File: src/rtl/mem_access_pkg.sv
// mem_access_pkg: size encodings, FSM state type and wait-counter sizing for mem_access_unit
package mem_access_pkg;
  localparam logic [1:0] SZ_BYTE = 2'b00;
  localparam logic [1:0] SZ_HALF = 2'b01;
  localparam logic [1:0] SZ_WORD = 2'b10;
  localparam int MEM_LAT_MAX = 15;
  localparam int CNT_W = $clog2(MEM_LAT_MAX + 1);
  typedef enum logic [1:0] {IDLE, READ, WRITE, RESP} state_e;
endpackage

File: src/rtl/mem_access_unit_lane_align.sv
// mem_lane_align: combinational little-endian lane logic for the load/store sequencer
//   size_i  access size (SZ_BYTE/SZ_HALF/word)
//   off_i   byte offset addr[1:0]; a half access uses off_i[1] only
//   sign_i  sign-extend loaded sub-word value
//   word_i  word read from memory
//   wdata_i right-aligned store data
//   ldata_o extracted and extended load result
//   sdata_o word_i with the target lanes replaced by wdata_i
module mem_lane_align
  import mem_access_pkg::*;
(
  input  logic [1:0]  size_i,
  input  logic [1:0]  off_i,
  input  logic        sign_i,
  input  logic [31:0] word_i,
  input  logic [31:0] wdata_i,
  output logic [31:0] ldata_o,
  output logic [31:0] sdata_o
);
  logic [4:0]  sh;
  logic [31:0] lsh, mask;
  always_comb begin
    sh      = size_i == SZ_BYTE ? {off_i, 3'b000} : size_i == SZ_HALF ? {off_i[1], 4'b0000} : 5'd0;
    lsh     = word_i >> sh;
    ldata_o = size_i == SZ_BYTE ? {{24{sign_i & lsh[7]}}, lsh[7:0]} :
              size_i == SZ_HALF ? {{16{sign_i & lsh[15]}}, lsh[15:0]} : word_i;
    mask    = size_i == SZ_BYTE ? 32'h0000_00FF << sh : size_i == SZ_HALF ? 32'h0000_FFFF << sh : 32'hFFFF_FFFF;
    sdata_o = (word_i & ~mask) | ((wdata_i << sh) & mask);
  end
endmodule

File: src/rtl/mem_access_unit.sv
// mem_access_unit: load/store sequencer for a word-wide data memory, sub-word stores via read-modify-write
//   clk_i, rst_n_i           clock, asynchronous active-low reset
//   req_i/we_i/size_i/sign_i/addr_i/wdata_i  pipeline request, sampled only while idle
//   ack_o/rdata_o/err_o/busy_o               completion pulse, load result, misalign flag, stall
//   mem_*                                    word-aligned memory port
//   `define MISALIGN_TRAP_EN to trap misaligned half/word accesses instead of ignoring low address bits
module mem_access_unit
  import mem_access_pkg::*;
#(
  parameter int MEM_LAT = 1,
  parameter int ADDR_W  = 32
) (
  input  logic              clk_i,
  input  logic              rst_n_i,
  input  logic              req_i,
  input  logic              we_i,
  input  logic [1:0]        size_i,
  input  logic              sign_i,
  input  logic [ADDR_W-1:0] addr_i,
  input  logic [31:0]       wdata_i,
  output logic              ack_o,
  output logic [31:0]       rdata_o,
  output logic              err_o,
  output logic              busy_o,
  output logic [ADDR_W-1:0] mem_addr_o,
  output logic [31:0]       mem_writedata_o,
  output logic              mem_memread_o,
  output logic              mem_memwrite_o,
  input  logic [31:0]       mem_readdata_i
);
  state_e            state_q, state_d;
  logic [CNT_W-1:0]  cnt_q, cnt_d;
  logic              we_q, we_d, sign_q, sign_d, err_q, err_d;
  logic [1:0]        size_q, size_d;
  logic [ADDR_W-1:0] addr_q, addr_d;
  logic [31:0]       wdata_q, wdata_d, rdata_q, rdata_d;
  logic [31:0]       ldata, sdata;
  logic              mis;
`ifdef MISALIGN_TRAP_EN
  assign mis = size_i == SZ_HALF ? addr_i[0] : size_i[1] & |addr_i[1:0];
`else
  assign mis = 1'b0;
`endif
  mem_lane_align u_align (
    .size_i (size_q),
    .off_i  (addr_q[1:0]),
    .sign_i (sign_q),
    .word_i (mem_readdata_i),
    .wdata_i(wdata_q),
    .ldata_o(ldata),
    .sdata_o(sdata)
  );
  always_ff @(posedge clk_i or negedge rst_n_i) begin
    if (!rst_n_i) begin
      state_q <= IDLE;
      cnt_q   <= '0;
      we_q    <= 1'b0;
      sign_q  <= 1'b0;
      err_q   <= 1'b0;
      size_q  <= '0;
      addr_q  <= '0;
      wdata_q <= '0;
      rdata_q <= '0;
    end else begin
      state_q <= state_d;
      cnt_q   <= cnt_d;
      we_q    <= we_d;
      sign_q  <= sign_d;
      err_q   <= err_d;
      size_q  <= size_d;
      addr_q  <= addr_d;
      wdata_q <= wdata_d;
      rdata_q <= rdata_d;
    end
  end
  // wdata_q doubles as the merged write word once a sub-word store has read its target
  always_comb begin
    state_d = state_q;
    cnt_d   = cnt_q;
    we_d    = we_q;
    sign_d  = sign_q;
    err_d   = err_q;
    size_d  = size_q;
    addr_d  = addr_q;
    wdata_d = wdata_q;
    rdata_d = rdata_q;
    case (state_q)
      IDLE: if (req_i) begin
        we_d    = we_i;
        sign_d  = sign_i;
        size_d  = size_i;
        addr_d  = addr_i;
        wdata_d = wdata_i;
        err_d   = mis;
        cnt_d   = CNT_W'(MEM_LAT - 1);
        rdata_d = mis ? '0 : rdata_q;
        state_d = mis ? RESP : (we_i && size_i[1]) ? WRITE : READ;
      end
      READ: if (cnt_q == '0) begin
        state_d = we_q ? WRITE : RESP;
        wdata_d = we_q ? sdata : wdata_q;
        rdata_d = we_q ? rdata_q : ldata;
      end else begin
        cnt_d = cnt_q - 1'b1;
      end
      WRITE:   state_d = RESP;
      default: state_d = IDLE;
    endcase
  end
  assign ack_o           = state_q == RESP;
  assign busy_o          = state_q != IDLE;
  assign err_o           = ack_o & err_q;
  assign rdata_o         = rdata_q;
  assign mem_memread_o   = state_q == READ;
  assign mem_memwrite_o  = state_q == WRITE;
  assign mem_addr_o      = (mem_memread_o || mem_memwrite_o) ? {addr_q[ADDR_W-1:2], 2'b00} : '0;
  assign mem_writedata_o = mem_memwrite_o ? wdata_q : '0;
endmodule
File: config.mk
export PLATFORM = sky130hd
export DESIGN_NAME = mem_access_unit
export DESIGN_NICKNAME = d
export VERILOG_FILES = /design/src/rtl/mem_access_pkg.sv /design/src/rtl/mem_access_unit_lane_align.sv /design/src/rtl/mem_access_unit.sv
export SDC_FILE = /design/constraint.sdc
export NUM_CORES = 1
export LEC_CHECK = 0
export CAP_MARGIN = 20
export CORE_MARGIN = 2
export CORE_UTILIZATION = 49
export CTS_BUF_LIST = sky130_fd_sc_hd__clkbuf_8
export CTS_CLUSTER_SIZE = 40
export DETAILED_ROUTE_END_ITERATION = 10
export GPL_ROUTABILITY_DRIVEN = 0
export PLACE_DENSITY = 0.91
export SLEW_MARGIN = 20
export SYNTH_ARGS = -nofsm -noshare
export SYNTH_HDL_FRONTEND = slang
export SYNTH_HIERARCHICAL = 1
export SYNTH_SLANG_ARGS = --single-unit
File: constraint.sdc
create_clock -name clk_i -period 3.65 [get_ports clk_i]
set_clock_uncertainty 0.1 [all_clocks]
set_input_delay 0.365 -clock clk_i [delete_from_list [all_inputs] [get_ports clk_i]]
set_output_delay 0.365 -clock clk_i [all_outputs]
set_load 0.1 [all_outputs]
# Word level (Yosys, flattened, before mapping)
# Index checks and enable logic that the tools add are counted.
# word_totals
reg_bits	106
latchBits	0
ram_bits	0
mem_bits_ro	0
inputBits	103
elab_cells	60
memories	0
# op_classes
n_addsub	1
multipliers	0
div_mod_pow	0
n_lt_le_gt_ge	0
eq_ne	8
shifts	4
muxes	20
bitwise	7
n_reduce_logical	12
# op_table
op	count
32-bit 2-to-1 mux	9
32-bit AND	2
32-bit case mux with 2 select lines	1
32-bit inverter	1
32-bit bitwise OR	1
16-bit by 5-bit left shift with 32-bit output, first input constant	1
32-bit by 5-bit left shift with 32-bit output	1
8-bit by 5-bit left shift with 32-bit output, first input constant	1
32-bit by 5-bit >> shifter with 16-bit output	1
5-bit 2-to-1 mux	2
4-bit 2-to-1 mux	2
4-bit case mux with 2 select lines	1
2-bit 2-to-1 mux	3
2-bit case mux with 3 select lines	1
3-bit AND reduction	2
2-bit by 1-bit equality test with 1-bit output, second input constant	2
2-bit equality test, second input constant	2
2-bit logical NOT	2
4-bit logical NOT	1
2-bit by 1-bit inequality test with 1-bit output, second input constant	2
2-bit inequality test, second input constant	2
2-bit AND reduction	2
4-bit AND reduction	1
2-bit nonzero test	2
6 further kinds	7

# Longest topological paths before layout
# logic_depth
depth_word	12
ltp_mapped	12
mapped_depth_nobuf	8

# Hierarchy
# Netlist, hierarchy kept.
# modules_own_cells
module	instances	cells_each	area_per_inst_um2	seq_area_each_um2
mem_access_unit	1	367	5157.4	2652.5
mem_lane_align	1	252	1700.4	0.0

# Worst setup path before layout
# Ideal clock, no wire load.
# synth_timing
path_kind	register to output
startpoint	reg state_q[0]
endpoint	out mem_writedata_o[10]
arrival_ns	2.388
t_required_ns	3.185
slack_ns	0.797
path_stages_with_launch	5
path_buffers	1
path_cell_list	dfrtp_1 inv_1 ha_1 clkbuf_1 and2_1
# synth_via
elab_chain_len	2
# synth_rtl
element	line_no	source
from (decl)	mem_access_unit.sv:31	state_e state_q, state_d;
from (signal assigned)	mem_access_unit.sv:65	state_q <= state_d;
2-bit equality test	mem_access_unit.sv:115	assign mem_memwrite_o = state_q == WRITE;
net mem_memwrite_o	mem_access_unit.sv:28	output logic mem_memwrite_o,
32-bit 2-to-1 mux	mem_access_unit.sv:117	assign mem_writedata_o = mem_memwrite_o ? wdata_q : '0;
to (decl)	mem_access_unit.sv:26	output logic [31:0] mem_writedata_o,
# The timed path passes the listed nets, and every way through them passes these cells.

# Final worst setup path
# layout_timing
startpoint	reg addr_q[0]
endpoint	reg wdata_q[30]
# layout_via
elab_chain_len	10
word_cells_on_any_way	13
classes_between	shift (3); mux (6); bitwise (4)
# layout_rtl
element	line_no	source
from (decl)	mem_access_unit.sv:35	logic [ADDR_W-1:0] addr_q, addr_d;
from (signal assigned)	mem_access_unit.sv:71	addr_q <= addr_d;
5-bit 2-to-1 mux (*)	mem_access_unit_lane_align.sv:23	sh = size_i == SZ_BYTE ? {off_i, 3'b000} : size_i == SZ_HALF ? {off_i[1], 4'b0000} : 5'd0;
16-bit by 5-bit left shift with 32-bit output	mem_access_unit_lane_align.sv:27	mask = size_i == SZ_BYTE ? 32'h0000_00FF << sh : size_i == SZ_HALF ? 32'h0000_FFFF << sh : 32'hFFFF_FFFF;
32-bit 2-to-1 mux (2 in a row)	mem_access_unit_lane_align.sv:27	
32-bit inverter	mem_access_unit_lane_align.sv:28	sdata_o = (word_i & ~mask) | ((wdata_i << sh) & mask);
32-bit AND	mem_access_unit_lane_align.sv:28	
32-bit bitwise OR (*)	mem_access_unit_lane_align.sv:28	
net sdata[30]	mem_access_unit.sv:37	logic [31:0] ldata, sdata;
32-bit 2-to-1 mux (*)	mem_access_unit.sv:101	wdata_d = we_q ? sdata : wdata_q;
32-bit 2-to-1 mux (*)	mem_access_unit.sv:99	READ: if (cnt_q == '0) begin
32-bit case mux with 2 select lines (*)	mem_access_unit.sv:87	case (state_q)
to (signal assigned)	mem_access_unit.sv:72	wdata_q <= wdata_d;
to (decl)	mem_access_unit.sv:36	logic [31:0] wdata_q, wdata_d, rdata_q, rdata_d;
# The timed path passes the listed nets; every way through them passes the cells marked *. The select of a mux whose other input is x is not followed.
# A chain may end at the register's enable or synchronous reset.

==> metrics.cfg <==
[yosys]
synth_cells = 619
yosysSeqAreaShare_pct = 38.7
ys_warn_count = 6
synth_top_area_share_pct = 38.7
synth_top_cell_by_area = dfrtp_1
synth_edf_count = 0
synthArstFlopShare_pct = 100
ys.flop_type = dfrtp_1
netlist_area_um2 = 6860
netlist_top_cells_count = 117 x mux2_2, 106 x dfrtp_1, 62 x and2_1
synthDistinctLibCells = 48
synth.most_common_cell = mux2_2
synth_area_leaders = dfrtp_1 39%, mux2_2 19%, mux2_4 6.8%
syn_avg_cell_area_um2 = 11.1
ys_ff_latch = 106

[clock_network]
clockRootBuffer = clkbuf_8
cts_tree = done
cts_sinks = 106
cts_resized = 0
worstSkewPairLatency_ns = 0.40
cts-buffers-inserted = 9
clockBufferDepth = 2
path_clk_slew_ns = 0.10
cts_setup_buffers = 0
cts_htree_levels = 3

[setup_path]
criticalPathCategory = reg -> reg
timing.rr.end = wdata_q[30]$_DFFE_PN0P_
startpoint_type = flip-flop
critPathCapture = wdata_q[30]$_DFFE_PN0P_
crit_arrival_ns = 3.07
critical_path_required_ns = 3.84
crit_fanout = 16
r2r_setup_slack_ns = 0.77
crit_path_end_kind = flip-flop
r2r.worst_path.cells = 6
rr_startpoint = addr_q[0]$_DFFE_PN0P_
startpoint = addr_q[0]$_DFFE_PN0P_

[grt]
antenna_found_initial = 0
grtUsageTotal_pct = 27.0
grt_pass1_wl_um = 30900
grt_max_degree = 66
grt_pass1_vias = 5661
grt.overflow.total = 0

[sta]
max_slew_margin_pct = 29.6
rsz0062_at_grt = no
setup_ws_ns = 0.770
min_period_ns = 2.88
fmax_mhz = 347
worst_pin_slew_ns = 1.06
hold_viol = 0
whs_ns = 0.409
period_share_pct = 78.9
setup_viol = 0
drv_slew = 0
fin_tns_setup_ns = 0

[layout]
final_nets = 903
diodes = 0
fin_util_pct = 64.9
drive_gt1_share_pct = 32.4
area_growth_pct = 30.3

[route]
wl_um = 19900
routed_via_density = 5.77
ant_nets = 0
post-route-drc-count = 0
vias = 5641
first_pass_iters = 7
post_drt_wl_per_cell_um = 20.3
drt_iter0_drc = 560

[job]
max-cap-violations = 0

[die]
die-area_um2 = 15000
ioPinCount = 204
start_util_pct = 49.8
die_h_um = 122
std_cell_rows = 43
coreArea_um2 = 13800
die_w_um = 122

[place]
dp_slack_ns = 0.829
portBuffers = 200
dp_hpwl_um = 14900

[outcome]
status = completed

[hold_path]
hold_path_class = reg -> reg

==> cell usage in the layout (no fill, tap or decap), drive strengths merged, types with 2 or more instances in the layout <==
| cell | count |
|---|---|
| mux2 | 158 |
| clkdlybuf4s50 | 134 |
| dfrtp | 106 |
| buf | 79 |
| and2 | 62 |
| o21ai | 42 |
| nand3 | 32 |
| mux2i | 22 |
| a22oi | 22 |
| nor2 | 19 |
| nand2 | 14 |
| inv | 12 |
| a21oi | 11 |
| clkbuf | 10 |
| o211ai | 9 |
| a22o | 8 |
| a222oi | 8 |
| o21a | 8 |
| ha | 8 |
| nand2b | 4 |
| a31oi | 3 |
| conb | 3 |
| nor2b | 3 |
| or2 | 3 |
| bufinv | 2 |
==> cell type report <==
class,instances,area (um^2)
Fill cell,1127,4840
Multi-Input combinational cell,452,3850
Sequential cell,106,2650
Timing Repair Buffer,214,1940
Tap cell,180,225
Clock buffer,10,138
Clock inverter,6,95.1
Inverter,9,33.8
==> flip-flops by register name (all words and copies together) (netlist names) <==
name and cells:
rdata_o 32, size_q 2, sign_q 1, cnt_q 4, wdata_q 32, state_q 2, addr_q 32, we_q 1
==> worst min path at each step <==
| stage | endpoint | cells after the start | from |
|---|---|---|---|
| 2_1_floorplan | addr_q[0]$_DFFE_PN0P_ | 0 | rst_n_i |
| 3_3_place_gp | addr_q[17]$_DFFE_PN0P_ | 1 | addr_q[17]$_DFFE_PN0P_ |
| 3_5_place_dp | addr_q[9]$_DFFE_PN0P_ | 1 | addr_q[9]$_DFFE_PN0P_ |
| 4_1_cts | addr_q[9]$_DFFE_PN0P_ | 1 | addr_q[9]$_DFFE_PN0P_ |
| 5_1_grt | addr_q[21]$_DFFE_PN0P_ | 1 | addr_q[21]$_DFFE_PN0P_ |
| 6_report | addr_q[9]$_DFFE_PN0P_ | 1 | addr_q[9]$_DFFE_PN0P_ |
==> cells by family after synthesis <==
| logic type | Yosys count | share of synthesized area [%] |
|---|---|---|
| multiplexers | 180 | 30.9 |
| AND/OR/NAND/NOR | 142 | 11.4 |
| buffers and inverters | 63 | 5.47 |
| other | 1 | 0.0547 |
| AO/OA/AOI/OAI | 118 | 12.0 |
| XOR/XNOR | 1 | 0.128 |
| adder cells (fa/ha/maj) | 8 | 1.46 |
| flip-flops | 106 | 38.7 |
==> metrics by stage <==
step / cell area (um^2) / cells
2_1_floorplan: 6870 / 621
3_3_place_gp: 8690 / 959
3_5_place_dp: 8690 / 959
4_1_cts: 8930 / 976
5_1_grt: 8940 / 977
6_report: 8940 / 977
==> repair_timing <==
item | CTS | global route
hold buffers | 1 | 0
setup endpoints to repair | 0 | 0
endpoints found under the hold margin | 39 | 0
==> worst max-delay path, stage by stage (launching register included) <==
cell and delay [ns]:
dfrtp_1 0.59, nor2b_1 0.62, o21ai_2 0.38, a222oi_1 0.48, nor2_1 0.08, mux2_2 0.26
mux2_2 0.26
==> per-layer routing <==
metal / track usage, % / vias up / wire (um)
li1: - / 2576 / -
met1: 33.0 / 2722 / 7810
met2: 44.1 / 306 / 9530
met3: 10.2 / 37 / 2120
met4: 8.55 / 0 / 408
met5: 0 / - / 0
Power is not shown: default switching activity piles up to over one toggle a cycle in this logic, so the estimate is an artifact.
